<file path="src/rtl/ram32x8_pkg.sv">
// Shared constants, types and default-content helpers for the 32x8 RAM.
// The default image is an ascending table so a binary-search client works out of reset.
package ram32x8_pkg;

  localparam int DEPTH  = 32;
  localparam int WIDTH  = 8;
  localparam int ADDR_W = 5;

  typedef logic [WIDTH-1:0]      word_t;
  typedef logic [ADDR_W-1:0]     addr_t;
  typedef word_t [DEPTH-1:0]     image_t;

  // Default content of one word: 4*i, always fits in 8 bits for i < 32.
  function automatic word_t init_word(input int unsigned i);
    return word_t'(i << 32'd2);
  endfunction

  // Full default memory image, used for power-up and reset reload.
  function automatic image_t init_image();
    image_t img;
    for (int unsigned i = 32'd0; i < DEPTH; i++) begin
      img[i] = init_word(i);
    end
    return img;
  endfunction

endpackage

</file>
<file path="src/rtl/ram32x8.sv">
// 32-word x 8-bit single-port flop RAM with registered address and unregistered read port.
// Reset reloads the ascending default image; read-during-write returns the new data.
module ram32x8
  import ram32x8_pkg::*;
(
  input  logic              clk,
  input  logic              reset,
  input  logic [ADDR_W-1:0] address,
  input  logic [WIDTH-1:0]  data,
  input  logic              wren,
  output logic [WIDTH-1:0]  q
);

  // Power-up value matches the reset image so reads before the first reset are defined.
  image_t mem_r  = init_image();
  addr_t  addr_r = {ADDR_W{1'b0}};

  // Memory array and address register; reset wins over any write in the same cycle.
  always_ff @(posedge clk) begin
    if (reset) begin
      mem_r  <= init_image();
      addr_r <= {ADDR_W{1'b0}};
    end else begin
      addr_r <= address;
      // Per-word enable keeps an unknown wren confined to the addressed word.
      for (int unsigned i = 32'd0; i < DEPTH; i++) begin
        if (wren && (address == addr_t'(i))) begin
          mem_r[i] <= data;
        end
      end
    end
  end

  // Read port: word at the registered address, so a just-written word appears immediately.
  always_comb begin
    q = mem_r[addr_r];
  end

endmodule

</file>
<file path="config.mk">
export PLATFORM = sky130hd
export DESIGN_NAME = ram32x8
export DESIGN_NICKNAME = d
export VERILOG_FILES = /design/src/rtl/ram32x8_pkg.sv /design/src/rtl/ram32x8.sv
export SDC_FILE = /design/constraint.sdc
export NUM_CORES = 1
export LEC_CHECK = 0
export CAP_MARGIN = 10
export CORE_MARGIN = 2
export CORE_UTILIZATION = 55
export DETAILED_ROUTE_END_ITERATION = 8
export PLACE_DENSITY = 0.73
export SETUP_SLACK_MARGIN = 0.2
export SLEW_MARGIN = 20
export SYNTH_ARGS = -nofsm -noshare
export SYNTH_HDL_FRONTEND = slang
export SYNTH_SLANG_ARGS = --single-unit
</file>
<file path="constraint.sdc">
create_clock -name clk -period 5.55 [get_ports clk]
set_clock_uncertainty 0.05 [all_clocks]
set_input_delay 0.8325 -clock clk [delete_from_list [all_inputs] [get_ports clk]]
set_output_delay 0.8325 -clock clk [all_outputs]
set_load 0.02 [all_outputs]
</file>
* Yosys cells after proc, flatten, opt, wreduce, memory -nomap -nowiden
Cells that the tools add are included.
** Cells by class
- Add/subtract/negate cells :: 0
- Multiply operators :: 0
- Div/mod/pow operators :: 0
- $lt $le $gt $ge :: 1
- Equality and inequality tests :: 31
- Shift-type cells :: 0
- Mux-type cells :: 2
- Bitwise logic cells :: 0
- Reduce and logical (&&, ||, !) cells :: 33
** Operators by type and width (count)
- 5-bit == test, second input constant :: 16
- 8-bit binary-select mux with 5-bit select :: 1
- 5-bit by 4-bit == test with 1-bit output, second input constant :: 8
- 1-bit logical AND :: 32
- 5-bit by 3-bit == test with 1-bit output, second input constant :: 4
- 5-bit by 2-bit == test with 1-bit output, second input constant :: 2
- 8-bit 2-to-1 mux :: 1
- 5-bit by 6-bit less-than comparator with 1-bit output, second input constant :: 1
- 5-bit by 1-bit == test with 1-bit output, second input constant :: 1
- 5-bit zero test :: 1
** Storage, ports and cells
- Register bits :: 261
- Bits in latches :: 0
- RAM bits :: 0
- Bits in read-only memories :: 0
- Output and inout bits :: 8
- Word-level logic and storage cells :: 100
- Memories kept :: 0

* Longest topological paths before layout
Gate-level depths: netlist of the first run.
- Depth after elaboration :: 2
- Mapped depth :: 6

* Least setup slack after synthesis of the first run
Ideal clock, no wire load.
- Path kind :: register to output
- Start :: register addr_r[2]
- End :: output port q[2]
- Arrival :: 1.992 ns
- Slack :: 2.675 ns
- Cell stages (with the launch flop) :: 7
- Path through :: dfxtp_1 buf_4 buf_2 buf_2 mux4_2 mux4_2 mux2_2
** Between the ends
- Cells in the longest elaborated chain, start to end :: 2
** RTL lines
- start: declaration :: line ram32x8.sv:16 : addr_t addr_r = {ADDR_W{1'b0}};
- start signal: assignment :: line ram32x8.sv:22 : addr_r <= {ADDR_W{1'b0}};
- start signal: assignment :: line ram32x8.sv:24 : addr_r <= address;
- 8-bit binary-select mux with 5-bit select :: line ram32x8.sv:36 : q = mem_r[addr_r];
- 8-bit 2-to-1 mux (not written as such) :: line ram32x8.sv:36
- end: declaration :: line ram32x8.sv:11 : output logic [WIDTH-1:0] q
No other way between the ends. The select of a mux whose other input is x is not followed.

* Worst setup path in the final report of the first run
- Start :: register addr_r[2]
- End :: output port q[3]
Same word-level chain as after synthesis.

==> results of run 1 <==
==> where the power goes <==
part / switching [uW] / total [uW] / internal [uW] / leakage [uW]
registers: 26.9 / 1920 / 1890 / 0.00211
logic: 205 / 300 / 95.0 / 0.00178
clock network: 732 / 1910 / 1180 / 0.000471
==> layer usage <==
layer	vias to the layer above	routed length, um	share of wire	GRT usage
li1	4556	-	-	-
met3	88	2650	0.078	0.0353
met5	-	0	0	0
met1	5048	13600	0.40	0.397
met2	493	16400	0.49	0.492
met4	0	1070	0.032	0.111
==> state kept, by name, summed over array words and instances (netlist names) <==
name    flops
mem_r     256
addr_r      5
==> area by class of cell <==
type | count | area [sq um]
clock buffers | 39 | 801
clock inverters | 9 | 145
fillers | 1797 | 8510
multi-input cells | 836 | 6140
flip-flops and latches | 261 | 5230
well taps | 280 | 350
repair buffers | 52 | 444
==> per-stage QoR <==
| step | worst slack (ps) | hold WS [ps] | cells | util |
|---|---|---|---|---|
| after detailed placement | 1690 | 397 | 1429 | 0.563 |
| final | 1110 | 409 | 1477 | 0.606 |
| after global placement | 1730 | 390 | 1429 | 0.563 |
| after floorplan | 2680 | 380 | 1267 | - |
| after CTS | 1130 | 410 | 1477 | 0.607 |
| after global routing | 1040 | 420 | 1477 | 0.606 |
==> cell families after synthesis <==
logic type | after synthesis | synth area share
AND/OR/NAND/NOR | 316 | 0.146
AO/OA/AOI/OAI | 432 | 0.204
multiplexers | 88 | 0.158
buffers and inverters | 170 | 0.0570
flip-flops | 261 | 0.436
==> worst max path at each step <==
| stage | start | end | slack (ps) | cells after the start |
|---|---|---|---|---|
| after floorplan | addr_r[2] | q[2] | 2680 | 6 |
| after global placement | addr_r[2] | q[3] | 1730 | 4 |
| after detailed placement | addr_r[2] | q[3] | 1690 | 4 |
| after CTS | addr_r[2] | q[3] | 1130 | 4 |
| after global routing | addr_r[2] | q[3] | 1040 | 4 |
| final | addr_r[2] | q[3] | 1110 | 4 |
==> placed cells by master (no fill, tap or decap), drive strengths merged <==
master	Yosys	layout
bufinv	0	4
and4	1	1
and4bb	2	2
nand2	27	27
nor4b	1	1
a211o	75	75
buf	39	33
mux4	80	80
or4b	1	1
and3	75	75
nor2	1	1
mux2	8	8
clkdlybuf4s50	0	18
dfxtp	261	261
nor4bb	1	1
nand2b	2	2
nand4	1	1
clkinv	0	5
nor2b	7	7
or2	1	1
and2	1	1
and4b	3	3
a21oi	176	176
o21ai	181	181
clkbuf	131	40
nand3b	5	5
nand4bb	3	3
nand3	181	181
nand4b	3	3
==> worst max-delay path, delay by kind of cell, from the launching register on <==
family	cells	cell delay [ps]
flip-flops	1	1030
multiplexers	3	1420
buffers and inverters	1	550
==> reports/qor.csv, run 1 <==
metric;value;unit
worst supply voltage drop on vdd;0.189;mV
setup violation total in the final timing report;0;
kind of end point of the critical path;primary output;
routability congestion estimate;0.811;
crit-path max FO;64;
number of buffers created by CTS;27;
Reg clk slew, reported paths;60;ps
highest clock rate;225;MHz
top flip-flop cell by instance count after synthesis;sky130_fd_sc_hd__dfxtp_1;
die height;152;um
arrival time at the worst endpoint;3560;ps
gate count of the mapped netlist;1267;
detailed-route DRC error count;0;
Final period util;0.801;
core footprint;0.0216;sq mm
Async SR Flop Fraction;0;
antenna violations before repair;0;
list of most frequent post-synthesis cells;261 x sky130_fd_sc_hd__dfxtp_1, 181 x sky130_fd_sc_hd__nand3_1, 181 x sky130_fd_sc_hd__o21ai_0;
Total Routing Usage GR;0.295;
total inserted antenna cells;0;
most numerous cell in the Yosys netlist;sky130_fd_sc_hd__dfxtp_1;
Synthesis Warnings;0;
crit path time final;4440;ps
R2R setup slack;4770;ps
largest stage delay on the critical path;1030;ps
worst setup path category;register to primary output;
flip-flop and latch count after synthesis;261;
Pwr Total;4130;uW
area growth from synthesis to layout;9.29;%
maximum root-to-sink buffer count;3;
routed len/inst;22.9;um
pin count of the biggest net entering global routing;120;
antenna viol nets, final;0;
worst reg-to-reg path cell count;2;
number of vias per cell;6.90;
leading post-synthesis cells by cell area;sky130_fd_sc_hd__dfxtp_1 44%, sky130_fd_sc_hd__mux4_2 15%, sky130_fd_sc_hd__nand3_1 7.6%;
I/O pin total;24;
net count after synthesis;1283;
CTS tree;done;
start of the worst register-to-register path;mem_r[121];
Crit Reg-Reg Endpoint;mem_r[121];
share of synthesized area occupied by flip-flops and latches;0.436;
wire length of the first global-routing pass;53500;um
length of the first detailed-routing pass in iterations;5;
EDFF count, synth;0;
critical path cell sequence;mux4_2 -> mux4_2 -> mux2_2 -> clkdlybuf4s50_1;
Avg Cell Area, Syn;9.47;sq um
total global routing overflow;0;
leakage dissipation;0.00436;uW
RSZ-0062 raised after global routing;no;
accumulated negative setup slack;0;ps
H-tree lvl count;1;
category of the worst setup path launch point;register;
row count;54;
CTS Root Buffer Type;sky130_fd_sc_hd__clkbuf_16;
top cell type's share of synthesized area;0.436;
overall via count from detail_route;10200;
count of input and output buffers;23;
type of the most critical hold path;register to register;
Final Slew Violations;0;
1st-iter DRT viols;1263;
MaxCap Viol Count;0;
destination of the worst hold path;mem_r[174];
placed wire-length estimate;18100;um
instance count along the most critical hold path;1;
area leader, netlist;sky130_fd_sc_hd__dfxtp_1;
number of distinct library cells after synthesis;29;
post-CTS setup buffer count;0;
Post-Place Cell Area;0.0122;sq mm
Slowest cell on crit path;sky130_fd_sc_hd__dfxtp_4;
result of the run;completed;
number of hold-slack violations in the final timing report;0;
clk sinks;261;
transition at the pin with the smallest max-transition slack;1140;ps
HP Start;mem_r[174];
post-route standard cell area excluding fillers;0.0131;sq mm
cell occurring most often along the worst timing path;sky130_fd_sc_hd__mux4_2;
required time reported for the critical path endpoint;4670;ps
starting density of the core;0.555;
Max-Slew Margin vs Limit;0.238;
# hold bufs at CTS;0;
Chip Width;152;um
PwrDens;315;mW/mm^2
die outline area;0.0230;sq mm
cell area after technology mapping;0.0120;sq mm
worst skew pair latency;530;ps
wirelength, routed;33800;um
Resize count post-CTS;0;
number of global-route vias before repair;9742;
layout net count;1194;
fraction of layout cells with a size suffix above 1;0.150;
(Power assumes the default switching activity.)
==> inputs of run 2 (changes only) <==
- PLACE_DENSITY: 0.73 -> 0.76
- clock period: 5.55 -> 3.6 ns (I/O delays scaled with it)
==> run 2 against run 1 <==
Critical path depth up 3; non-clock buffer count up 40; sequential power up 53%; combinational power up 82%; routed wire length up 3.5%; critical endpoint is now q[1]; via count up 3.0%.
==> reports/qor.csv, run 2 (synthesis results as in run 1) <==
metric;value;unit;change
Final period util;0.931;;
met3 GRT Util;0.0497;;was 0.0353
total global routing overflow;0;;unchanged
starting density of the core;0.555;;unchanged
die outline area;0.0230;sq mm;unchanged
die height;152;um;unchanged
Max-Slew Margin vs Limit;0.194;;was 0.238
Final Slew Violations;0;;unchanged
placed wire-length estimate;20200;um;was 18100 um
routed len/inst;23.0;um;was 22.9 um
Total Routing Usage GR;0.306;;was 0.295
PwrDens;460;mW/mm^2;was 315 mW/mm^2
worst supply voltage drop on vdd;0.343;mV;was 0.189 mV
I/O pin total;24;;unchanged
final core utilization;0.628;;was 0.606
overall via count from detail_route;10500;;was 10200
CTS Root Buffer Type;sky130_fd_sc_hd__clkbuf_16;;unchanged
core footprint;0.0216;sq mm;unchanged
arrival time at the worst endpoint;2760;ps;was 3560 ps
total of fill cells in the finished design;1684;;was 1797
result of the run;completed;;unchanged
number of hold-slack violations in the final timing report;0;;unchanged
pin count of the biggest net entering global routing;101;;was 120
wire length of the first global-routing pass;55700;um;was 53500 um
number of buffers created by CTS;27;;unchanged
CTS tree;done;;unchanged
register with the most flip-flops;mem_r;;unchanged
number of vias per cell;6.91;;was 6.90
clk sinks;261;;unchanged
number of global-route vias before repair;10100;;was 9742
leading cell types in the layout, fill and taps excluded;259 x sky130_fd_sc_hd__dfxtp_1, 181 x sky130_fd_sc_hd__nand3_1, 181 x sky130_fd_sc_hd__o21ai_0;;was 258 x sky130_fd_sc_hd__dfxtp_1, 181 x sky130_fd_sc_hd__nand3_1, 181 x sky130_fd_sc_hd__o21ai_0
worst skew pair latency;530;ps;about the same
fraction of layout cells with a size suffix above 1;0.176;;was 0.150
row count;54;;unchanged
setup ws final;247;ps;was 1110 ps
placement-stage worst setup slack;419;ps;was 1690 ps
sequential standard cell area;0.00523;sq mm;about the same
accumulated negative setup slack;0;ps;unchanged
highest clock rate;298;MHz;
Reg clk slew, reported paths;60;ps;about the same
layout net count;1234;;was 1194
routability congestion estimate;0.872;;was 0.811
kind of end point of the critical path;primary output;;unchanged
setup violation total in the final timing report;0;;unchanged
length of the first detailed-routing pass in iterations;5;;unchanged
worst setup path category;register to primary output;;unchanged
crit path time final;3350;ps;
transition at the pin with the smallest max-transition slack;1210;ps;was 1140 ps
antenna violations before repair;0;;unchanged
leakage dissipation;0.00461;uW;was 0.00436 uW
flip-flop count of the largest register after layout;256;;unchanged
MaxCap Viol Count;0;;unchanged
crit-path max FO;9;;was 64
category of the worst setup path launch point;register;;unchanged
H-tree lvl count;1;;unchanged
post-route standard cell area excluding fillers;0.0136;sq mm;was 0.0131 sq mm
1st-iter DRT viols;1264;;was 1263
Chip Width;152;um;unchanged
antenna viol nets, final;0;;unchanged
count of input and output buffers;23;;unchanged
Pwr Total;6240;uW;was 4130 uW
required time reported for the critical path endpoint;3010;ps;was 4670 ps
maximum root-to-sink buffer count;3;;unchanged
total inserted antenna cells;0;;unchanged
met1 track demand over resource;0.417;;was 0.397
wirelength, routed;35000;um;was 33800 um
largest registers in the final layout;mem_r (256), addr_r (5);;unchanged
commonest non-fill, non-tap cell in the layout;sky130_fd_sc_hd__dfxtp_1;;unchanged
area of combinational cells with multiple inputs;0.00613;sq mm;was 0.00614 sq mm
Post-Place Cell Area;0.0125;sq mm;was 0.0122 sq mm
type of the most critical hold path;register to register;;unchanged
detailed-route DRC error count;0;;unchanged
global-route met2 utilization;0.486;;was 0.492
RSZ-0062 raised after global routing;yes;;was no
highest-utilization routing layer at the global route stage;met2;;unchanged
area growth from synthesis to layout;13.1;%;was 9.29%
run 2: worst paths after layout:
check | from | to | slack [ps] | cells past startpoint
max | addr_r[1] | q[1] | 250 | 7
min | mem_r[246] | mem_r[246] | 420 | 1
max reg2reg | mem_r[126] | mem_r[126] | 2750 | 2
min reg2reg | mem_r[246] | mem_r[246] | 420 | 1
run 2: metal layers:
layer / vias to the layer above / routed length, um
met4: 0 / 1250
met3: 109 / 3050
li1: 4646 / -
met1: 5120 / 14000
met5: - / 0
met2: 611 / 16700
run 2: critical path, stage by stage (launching register included):
cell and delay [ps]:
sky130_fd_sc_hd__dfxtp_4 390, sky130_fd_sc_hd__buf_12 140, sky130_fd_sc_hd__buf_16 140, sky130_fd_sc_hd__buf_12 130, sky130_fd_sc_hd__mux4_2 480, sky130_fd_sc_hd__mux4_2 500
sky130_fd_sc_hd__mux2_2 290, sky130_fd_sc_hd__buf_2 160
run 2: area by class of cell:
type / instances / area share
multi-input combinational: 836 / 0.452
sequential: 261 / 0.386
timing repair buffer: 92 / 0.0725
clock inverter: 4 / 0.00332
clock buffer: 45 / 0.0607
tap: 280 / 0.0258
run 2: what timing repair did:
item,4_1_cts,5_1_grt
cloned,2,0
gates resized for setup,27,8
setup endpoints to repair,8,6
hold buffers,0,0
buffers inserted,10,6
run 2: power by group:
part	switching, uW	total, uW	internal [uW]
Sequential	21.2	2940	2920
Combinational	349	546	198
Clock	1140	2760	1620
Total	1510	6240	4730
run 2: per-stage QoR:
stage	hold WS [ps]	cells
floorplan	380	1267
global placement	391	1451
detailed placement	399	1451
CTS	413	1512
global route	433	1518
finish	415	1518
